$ cat config.mk
export PLATFORM = sky130hd
export DESIGN_NAME = pipe_skid_reg
export DESIGN_NICKNAME = d
export VERILOG_FILES = /design/src/rtl/pipe_pkg.sv /design/src/rtl/pipe_reg.sv /design/src/rtl/pipe_skid_reg.sv
export SDC_FILE = /design/constraint.sdc
export NUM_CORES = 1
export LEC_CHECK = 0
export BUFFER_PORTS_ARGS = -buffer_cell sky130_fd_sc_hd__buf_2
export CAP_MARGIN = 20
export CORE_ASPECT_RATIO = 0.9
export CORE_MARGIN = 4
export CORE_UTILIZATION = 50
export CTS_CLUSTER_DIAMETER = 120
export DETAILED_ROUTE_END_ITERATION = 16
export GPL_ROUTABILITY_DRIVEN = 0
export HOLD_SLACK_MARGIN = 0.1
export PLACE_DENSITY = 0.75
export SLEW_MARGIN = 10
export SYNTH_ARGS = -nofsm -noshare
export SYNTH_HDL_FRONTEND = slang
export SYNTH_SLANG_ARGS = --single-unit
$ cat constraint.sdc
create_clock -name clk -period 5.2 [get_ports clk]
set_clock_uncertainty 0.15 [all_clocks]
set_input_delay 0.26 -clock clk [delete_from_list [all_inputs] [get_ports clk]]
set_output_delay 0.26 -clock clk [all_outputs]
set_load 0.005 [all_outputs]
$ cat src/rtl/pipe_pkg.sv
// Shared types for the skid-buffered pipeline register: FSM state encoding
// and the occupancy width/decoder used by the parent.
package pipe_pkg;

    typedef enum logic [1:0] {
        S_EMPTY = 2'd0,
        S_ONE   = 2'd1,
        S_FULL  = 2'd2
    } skid_state_t;

    localparam int OCC_W = 2;

    // Held-beat count for a given buffer state.
    function automatic logic [OCC_W-1:0] occ_of(input skid_state_t s);
        logic [OCC_W-1:0] occ;
        case (s)
            S_EMPTY: occ = 2'd0;
            S_ONE:   occ = 2'd1;
            S_FULL:  occ = 2'd2;
            default: occ = 2'd0;
        endcase
        return occ;
    endfunction

endpackage

$ cat src/rtl/pipe_reg.sv
// Enabled WIDTH-bit storage register with asynchronous active-high reset to 0.
// Holds its value whenever en is low.
module pipe_reg #(
    parameter int WIDTH = 32
) (
    input  logic             clk,
    input  logic             reset,
    input  logic             en,
    input  logic [WIDTH-1:0] d,
    output logic [WIDTH-1:0] q
);

    logic [WIDTH-1:0] data_d;
    logic [WIDTH-1:0] data_q;

    // Load new data only when enabled.
    always_comb begin
        if (en) begin
            data_d = d;
        end else begin
            data_d = data_q;
        end
    end

    // Storage flop.
    always_ff @(posedge clk or posedge reset) begin
        if (reset) begin
            data_q <= {WIDTH{1'b0}};
        end else begin
            data_q <= data_d;
        end
    end

    assign q = data_q;

endmodule

$ cat src/rtl/pipe_skid_reg.sv
// Two-entry valid/ready skid buffer: main holds the head beat, skid absorbs the
// one beat accepted while the registered in_ready had not yet dropped.
module pipe_skid_reg
    import pipe_pkg::*;
#(
    parameter int WIDTH     = 32,
    parameter int CNT_WIDTH = 16
) (
    input  logic                 clk,
    input  logic                 reset,
    input  logic                 flush,
    input  logic                 in_valid,
    output logic                 in_ready,
    input  logic [WIDTH-1:0]     in_data,
    output logic                 out_valid,
    input  logic                 out_ready,
    output logic [WIDTH-1:0]     out_data,
    output logic [OCC_W-1:0]     occupancy,
    output logic [CNT_WIDTH-1:0] stall_cnt
);

    skid_state_t          state_q;
    skid_state_t          state_d;
    logic                 in_fire_s;
    logic                 out_fire_s;
    logic                 main_en_s;
    logic                 main_from_skid_s;
    logic                 skid_en_s;
    logic [WIDTH-1:0]     main_d;
    logic [WIDTH-1:0]     main_q;
    logic [WIDTH-1:0]     skid_q;
    logic [CNT_WIDTH-1:0] stall_cnt_d;
    logic [CNT_WIDTH-1:0] stall_cnt_q;

    // State register.
    always_ff @(posedge clk or posedge reset) begin
        if (reset) begin
            state_q <= S_EMPTY;
        end else begin
            state_q <= state_d;
        end
    end

    // Next state and storage enables; flush overrides any transfer.
    always_comb begin
        state_d          = state_q;
        main_en_s        = 1'b0;
        main_from_skid_s = 1'b0;
        skid_en_s        = 1'b0;
        if (flush) begin
            state_d = S_EMPTY;
        end else begin
            case (state_q)
                S_EMPTY: begin
                    if (in_fire_s) begin
                        main_en_s = 1'b1;
                        state_d   = S_ONE;
                    end else begin
                        state_d   = S_EMPTY;
                    end
                end
                S_ONE: begin
                    if (in_fire_s && out_fire_s) begin
                        main_en_s = 1'b1;
                        state_d   = S_ONE;
                    end else if (in_fire_s) begin
                        skid_en_s = 1'b1;
                        state_d   = S_FULL;
                    end else if (out_fire_s) begin
                        state_d   = S_EMPTY;
                    end else begin
                        state_d   = S_ONE;
                    end
                end
                S_FULL: begin
                    if (out_fire_s) begin
                        main_en_s        = 1'b1;
                        main_from_skid_s = 1'b1;
                        state_d          = S_ONE;
                    end else begin
                        state_d          = S_FULL;
                    end
                end
                default: begin
                    state_d = S_EMPTY;
                end
            endcase
        end
    end

    // Handshake outputs decoded from the registered state.
    always_comb begin
        out_valid  = (state_q != S_EMPTY);
        in_ready   = (state_q != S_FULL) & ~reset;
        occupancy  = occ_of(state_q);
        in_fire_s  = in_valid & in_ready;
        out_fire_s = out_valid & out_ready;
    end

    // Main register source: refill from skid when draining a full buffer.
    always_comb begin
        if (main_from_skid_s) begin
            main_d = skid_q;
        end else begin
            main_d = in_data;
        end
    end

    pipe_reg #(.WIDTH(WIDTH)) u_main (
        .clk   (clk),
        .reset (reset),
        .en    (main_en_s),
        .d     (main_d),
        .q     (main_q)
    );

    pipe_reg #(.WIDTH(WIDTH)) u_skid (
        .clk   (clk),
        .reset (reset),
        .en    (skid_en_s),
        .d     (in_data),
        .q     (skid_q)
    );

    // Saturating count of stalled head cycles.
    always_comb begin
        if (out_valid && !out_ready && (stall_cnt_q != {CNT_WIDTH{1'b1}})) begin
            stall_cnt_d = stall_cnt_q + {{(CNT_WIDTH-1){1'b0}}, 1'b1};
        end else begin
            stall_cnt_d = stall_cnt_q;
        end
    end

    // Stall counter register.
    always_ff @(posedge clk or posedge reset) begin
        if (reset) begin
            stall_cnt_q <= {CNT_WIDTH{1'b0}};
        end else begin
            stall_cnt_q <= stall_cnt_d;
        end
    end

    assign out_data  = main_q;
    assign stall_cnt = stall_cnt_q;

endmodule

==> run summary, run 1 <==
status = finished clean
# DRC = 0
min cycle time layout = 2.96 ns
post-CTS setup buffers = 0
Fmax = 338 MHz
Clock Latency Late Sink = 0.35 ns
IO buf count = 88
Resize count post-CTS = 0
Setup Viol. Count Final = 0
H-tree depth = 3
Detailed Route Iter0 Violations = 49
Max-cap violations = 0
vias in the first global route = 2784
crit end category = flip-flop
Worst EP required = 5.31 ns
Final Max Tran Viols = 0
Die Ht = 90.7 um
worst hold path class = in -> reg
clk sinks = 82
Crit Path Max Fanout = 28
Worst Setup SP = state_q[0]
Total Neg Setup Slack = 0 ns
CTS tree = done
hold-fix buffers at CTS = 33
die area = 9070 sq um
Vias = 2697
grt ovf = 0
first-pass GRT wire length = 13400 um
Worst R2R Start = state_q[0]
Synth Register Bits = 82
reg2reg path depth = 8
Worst EP arrival = 3.08 ns
sequential fraction of the synthesis area = 54.0%
Netlist cell types = 34
cell count after synthesis = 306
Syn-to-layout area delta = 27.8%
Post-DP HPWL = 5080 um
post-synthesis cell area = 3800 sq um
drt total wl = 7850 um
largest net degree at the start of global routing = 83
row cnt = 29
Least-Margin Pin Slew = 1.02 ns
CP Class = reg -> reg
end of the critical path = u_main.q[29]
Final Hold Vio Count = 0
crit share post-route = 57.0%
slew margin rel. = 32.0%
fillcell total = 577
CTS root buffer = clkbuf_8
syn avg cell area = 12.4 sq um
width of the die = 99.9 um
number of synthesis warnings = 0
Tot GR Track Use = 18.4%
router iterations before antenna repair = 6
antenna viol nets, final = 0
final hold slack = 0.210 ns
I/O pins = 89
core area = 7220 sq um
CP Launch Type = flip-flop
final core occ = 67.3%
Max VDD drop = 0.228 mV
n_diodes = 0
Nets = 467
CTS max path bufs = 2
share of post-route cells with drive strength above 1 = 40.8%
RSZ-0062 raised after global routing = no
Reg clk slew, reported paths = 0.09 ns
initial core utilization = 52.7%
number of vias per cell = 5.15
antenna violations before repair = 0
Pleak = 2.19 nW
Power per Cell Area = 352 nW/um^2
reg2reg setup slack = 2.24 ns
Synth Net Count = 346
CTS buffer count = 9
Non-Filler Instances = 524
placed cell count = 474
worst r2r dst = u_main.q[29]
WL/cell = 15.0 um
## sequential cells by signal (all words and copies together) (netlist names)
name and count:
state_q 2, u_skid.q 32, stall_cnt 16, u_main.q 32
## worst max-delay path, cell delays in order, from the launching register on
cell and delay, ns:
dfrtp_1 0.45, and2b_1 0.26, nor3b_1 0.32, ha_1 0.22, nand3b_1 0.12, a31oi_4 0.74
buf_4 0.42, nor2_1 0.08, a21oi_1 0.13
## through the flow
stage | power (mW) | setup WS (ns) | instance area [sq um]
global placement | 1.17 | 2.42 | 4270
global route | 1.81 | 1.94 | 4860
floorplan | 1.06 | 2.68 | 3800
detailed placement | 1.19 | 2.24 | 4270
CTS | 1.73 | 2.21 | 4820
finish | 1.71 | 2.24 | 4860
## cells in the mapped netlist
master,n,share of area (%)
o21a_1,1,0.20
mux2i_1,32,8.4
inv_1,4,0.39
dfrtp_1,82,54
nor4b_1,1,0.23
nor4b_2,1,0.39
buf_2,8,1.1
nor4_1,3,0.49
nor2b_1,2,0.33
buf_6,5,1.5
xnor2_1,7,1.6
nor2_1,37,3.7
nand2b_1,1,0.16
and4_1,4,0.92
and2_1,1,0.16
or3_1,1,0.16
ha_1,3,0.99
buf_4,3,0.59
and3_1,1,0.16
xor2_1,8,1.8
nor3_1,5,0.66
and2b_1,1,0.20
nand3b_1,2,0.39
or2_2,2,0.33
a21oi_1,5,0.66
mux2_2,33,9.8
a21oi_2,28,6.4
or4b_4,1,0.36
nand4_1,5,0.82
nand2_1,6,0.59
nand3_1,7,0.92
a31oi_4,1,0.56
nor3b_1,3,0.59
and3b_1,2,0.46
## worst min-delay path by stage
stage                 startpoint            to  slack [ns]  depth (start not counted)
floorplan                  flush    state_q[0]        0.18                          1
global placement    u_skid.q[19]  u_skid.q[19]        0.34                          1
detailed placement  u_skid.q[20]  u_skid.q[20]        0.35                          1
CTS                        reset  stall_cnt[0]        0.16                          3
global route           out_ready    state_q[1]        0.23                          3
finish                 out_ready  stall_cnt[2]        0.21                          4
## cell usage in the layout (no fill, tap or decap), types with 2 or more instances in the layout
cell / n
dfrtp_1: 82
nand3_1: 7
nand3b_1: 2
a21oi_1: 5
nand2_1: 6
bufinv_16: 2
xor2_1: 8
clkbuf_8: 11
a21oi_2: 28
mux2_2: 33
ha_1: 3
and4_1: 4
and3b_2: 2
mux2i_1: 32
nand4_1: 5
or2_2: 2
nor2_1: 37
xnor2_1: 7
clkinv_2: 2
nor3b_1: 3
inv_1: 3
buf_4: 3
nor4_1: 3
buf_2: 88
nor2b_1: 2
nor3_1: 5
dlygate4sd3_1: 34
## routing by layer
metal  global-route usage [%]  wire length, um
met1                     24.7             3560
met2                     29.2             3740
met3                     5.64              501
met4                     4.21               45
met5                        0                0
## power by group
group	internal, mW	total (mW)	switching [mW]
registers	0.777	0.859	0.0822
logic	0.190	0.336	0.146
clock network	0.295	0.513	0.218
## layout make-up
| type | count | area (sq um) | share of cell area (%) |
|---|---|---|---|
| multi-input combinational | 204 | 1620 | 33.3 |
| inverter | 4 | 16.3 | 0.335 |
| timing repair buffer | 126 | 831 | 17.1 |
| clock inverter | 4 | 73.8 | 1.52 |
| clock buffer | 11 | 151 | 3.12 |
| sequential | 82 | 2050 | 42.2 |
| tap | 93 | 116 | 2.39 |
## cells by family (layout without fill, tap and decap cells)
group | count (synthesis) | count (layout) | synth area share (%)
multiplexers | 65 | 65 | 18.2
AO/OA/AOI/OAI | 35 | 35 | 7.86
XOR/XNOR | 15 | 15 | 3.46
buffers and inverters | 20 | 145 | 3.52
adder cells (fa/ha/maj) | 3 | 3 | 0.987
flip-flops | 82 | 82 | 54.0
AND/OR/NAND/NOR | 86 | 86 | 12.0
Note: power is estimated with default switching activity, not from simulation.
==> run 2, diff against run 1 <==
==> constraint.sdc (replaced) <==
create_clock -name clk -period 2.8 [get_ports clk]
set_clock_uncertainty 0.15 [all_clocks]
set_input_delay 0.14 -clock clk [delete_from_list [all_inputs] [get_ports clk]]
set_output_delay 0.14 -clock clk [all_outputs]
set_load 0.005 [all_outputs]
==> run summary, run 2 (same netlist as run 1, synthesis figures left out) <==
status = finished clean (unchanged)
CTS root buffer = clkbuf_8 (unchanged)
switching share of power = 26.1% (about the same)
Hold EP = state_q[0] (was stall_cnt[2])
clk sinks = 82 (unchanged)
CTS max path bufs = 2 (unchanged)
Clock Latency Late Sink = 0.34 ns (was 0.35 ns)
CTS tree = done (unchanged)
core area = 7220 sq um (unchanged)
antenna violations before repair = 0 (unchanged)
reg2reg setup slack = 0.42 ns (was 2.24 ns)
antenna viol nets, final = 0 (unchanged)
router iterations before antenna repair = 4 (was 6)
Nets = 471 (was 467)
WL/cell = 14.5 um (was 15.0 um)
Pint = 2.41 mW (was 1.26 mW)
initial core utilization = 52.7% (unchanged)
Detailed Route Iter0 Violations = 73 (was 49)
slew margin rel. = 52.2% (was 32.0%)
NetSw = 0.850 mW (was 0.446 mW)
most frequent cells in the layout = 88 x buf_2, 82 x dfrtp_1, 37 x nor2_1 (unchanged)
Die Ht = 90.7 um (unchanged)
RSZ-0062 raised after global routing = no (unchanged)
most common cell after layout, fill and taps aside = buf_2 (unchanged)
n_diodes = 0 (unchanged)
Max VDD drop = 0.428 mV (was 0.228 mV)
first-pass GRT wire length = 12800 um (was 13400 um)
die area = 9070 sq um (unchanged)
I/O pins = 89 (unchanged)
Setup Viol. Count Final = 0 (unchanged)
Worst EP arrival = 2.50 ns (was 3.08 ns)
Tot GR Track Use = 17.8% (was 18.4%)
share of post-route cells with drive strength above 1 = 41.3% (was 40.8%)
Worst EP required = 2.92 ns (was 5.31 ns)
Post-DP HPWL = 5210 um (was 5080 um)
worst hold path class = in -> reg (unchanged)
largest net degree at the start of global routing = 43 (was 83)
row cnt = 29 (unchanged)
CTS buffer count = 9 (unchanged)
Fmax = 420 MHz (was 338 MHz)
grt ovf = 0 (unchanged)
clock group share of total power = 32.2% (was 30.0%)
reg2reg path depth = 8 (unchanged)
# DRC = 0 (unchanged)
Comb pwr share = 19.1% (was 19.7%)
Crit Path Max Fanout = 40 (was 28)
Max-cap violations = 0 (unchanged)
width of the die = 99.9 um (unchanged)
Reg clk slew, reported paths = 0.08 ns (was 0.09 ns)
vias in the first global route = 2672 (was 2784)
number of vias per cell = 5.11 (was 5.15)
min cycle time layout = 2.38 ns (was 2.96 ns)
H-tree depth = 3 (unchanged)
IO buf count = 88 (unchanged)
Worst R2R Start = state_q[0] (unchanged)
Pwr Total = 3.26 mW (was 1.71 mW)
Power per Cell Area = 663 nW/um^2 (was 352 nW/um^2)
crit share post-route = 85.1% (was 57.0%)
fillcell total = 549 (was 577)
Resize count post-CTS = 0 (unchanged)
Vias = 2704 (was 2697)
Syn-to-layout area delta = 29.5% (was 27.8%)
Least-Margin Pin Slew = 0.717 ns (was 1.02 ns)
worst r2r dst = u_main.q[29] (unchanged)
CP Class = reg -> reg (unchanged)
area of the multi-input gates = 1620 sq um (unchanged)
Final Hold Vio Count = 0 (unchanged)
Final Max Tran Viols = 0 (unchanged)
drt total wl = 7650 um (was 7850 um)
Total Neg Setup Slack = 0 ns (unchanged)
hold depth = 5 (was 4)
crit end category = flip-flop (unchanged)
CP Launch Type = flip-flop (unchanged)
Pleak = 2.21 nW (was 2.19 nW)
register area = 2050 sq um (unchanged)
Seq pwr share = 48.7% (was 50.3%)
HP Start = in_valid (was out_ready)
-- run 2: cell types whose count changed in the layout (fill, tap and decap cells not counted), sizes merged --
cell | before | now
buf | 92 | 95
dlygate4sd3 | 34 | 35
inv | 4 | 3
clkbuf | 11 | 10
bufinv | 2 | 3
clkinvlp | 0 | 2
-- run 2: through the flow --
step / hold WS (ns) / setup slack [ns] / instances / instance area, sq um / utilization [%]
after floorplan: 0.0557 / 0.402 / 306 / 3800 / -
after global placement: 0.168 / 0.538 / 478 / 4320 / 59.9
after detailed placement: 0.167 / 0.421 / 478 / 4320 / 59.9
after CTS: 0.152 / 0.395 / 529 / 4920 / 68.2
after global routing: 0.202 / 0.248 / 529 / 4920 / 68.2
final: 0.192 / 0.418 / 529 / 4920 / 68.2
-- run 2: worst max-delay path, stage by stage (launching register included) --
cell      delay (ns)
dfrtp_1         0.45
and2b_1         0.25
nor3b_1         0.27
ha_1            0.20
nand3b_1        0.11
a31oi_4         0.20
buf_4           0.44
nor2_1          0.10
a21oi_1         0.13
-- run 2: layer usage --
metal | GRT usage (%) | vias up | wire length (um)
met4 | 4.10 | 0 | 35
li1 | - | 1321 | -
met2 | 27.2 | 82 | 3540
met1 | 24.1 | 1297 | 3510
met3 | 6.64 | 4 | 572
met5 | 0 | - | 0
-- run 2: timing repair --
action	CTS	global route
hold buffers	35	0
endpoints found under the hold margin	111	0
setup buffers	0	0
-- run 2: worst max-delay path by stage --
stage	endpoint	depth (start not counted)	start	slack (ns)
after detailed placement	u_main.q[29]	8	state_q[0]	0.42
after CTS	u_main.q[29]	8	state_q[0]	0.39
after global placement	u_main.q[19]	8	state_q[0]	0.54
after floorplan	stall_cnt[0]	1	reset	0.40
final	u_main.q[29]	8	state_q[0]	0.42
after global routing	u_main.q[9]	8	state_q[0]	0.25
-- run 2: power groups by stage --
stage | clock [mW] | combinational, mW | sequential [mW]
after floorplan | 0 | 0.354 | 1.61
after global routing | 1.13 | 0.699 | 1.63
after global placement | 0 | 0.572 | 1.61
after detailed placement | 0 | 0.597 | 1.62
after CTS | 1.07 | 0.635 | 1.59
final | 1.05 | 0.623 | 1.59
-- run 2: area by class of cell --
type                    count  share of cell area [%]
clock inverters             6                    2.31
well taps                  93                    2.36
repair buffers            130                    17.6
inverters                   4                   0.330
clock buffers              10                    2.80
flip-flops and latches     82                    41.7
multi-input cells         204                    32.9
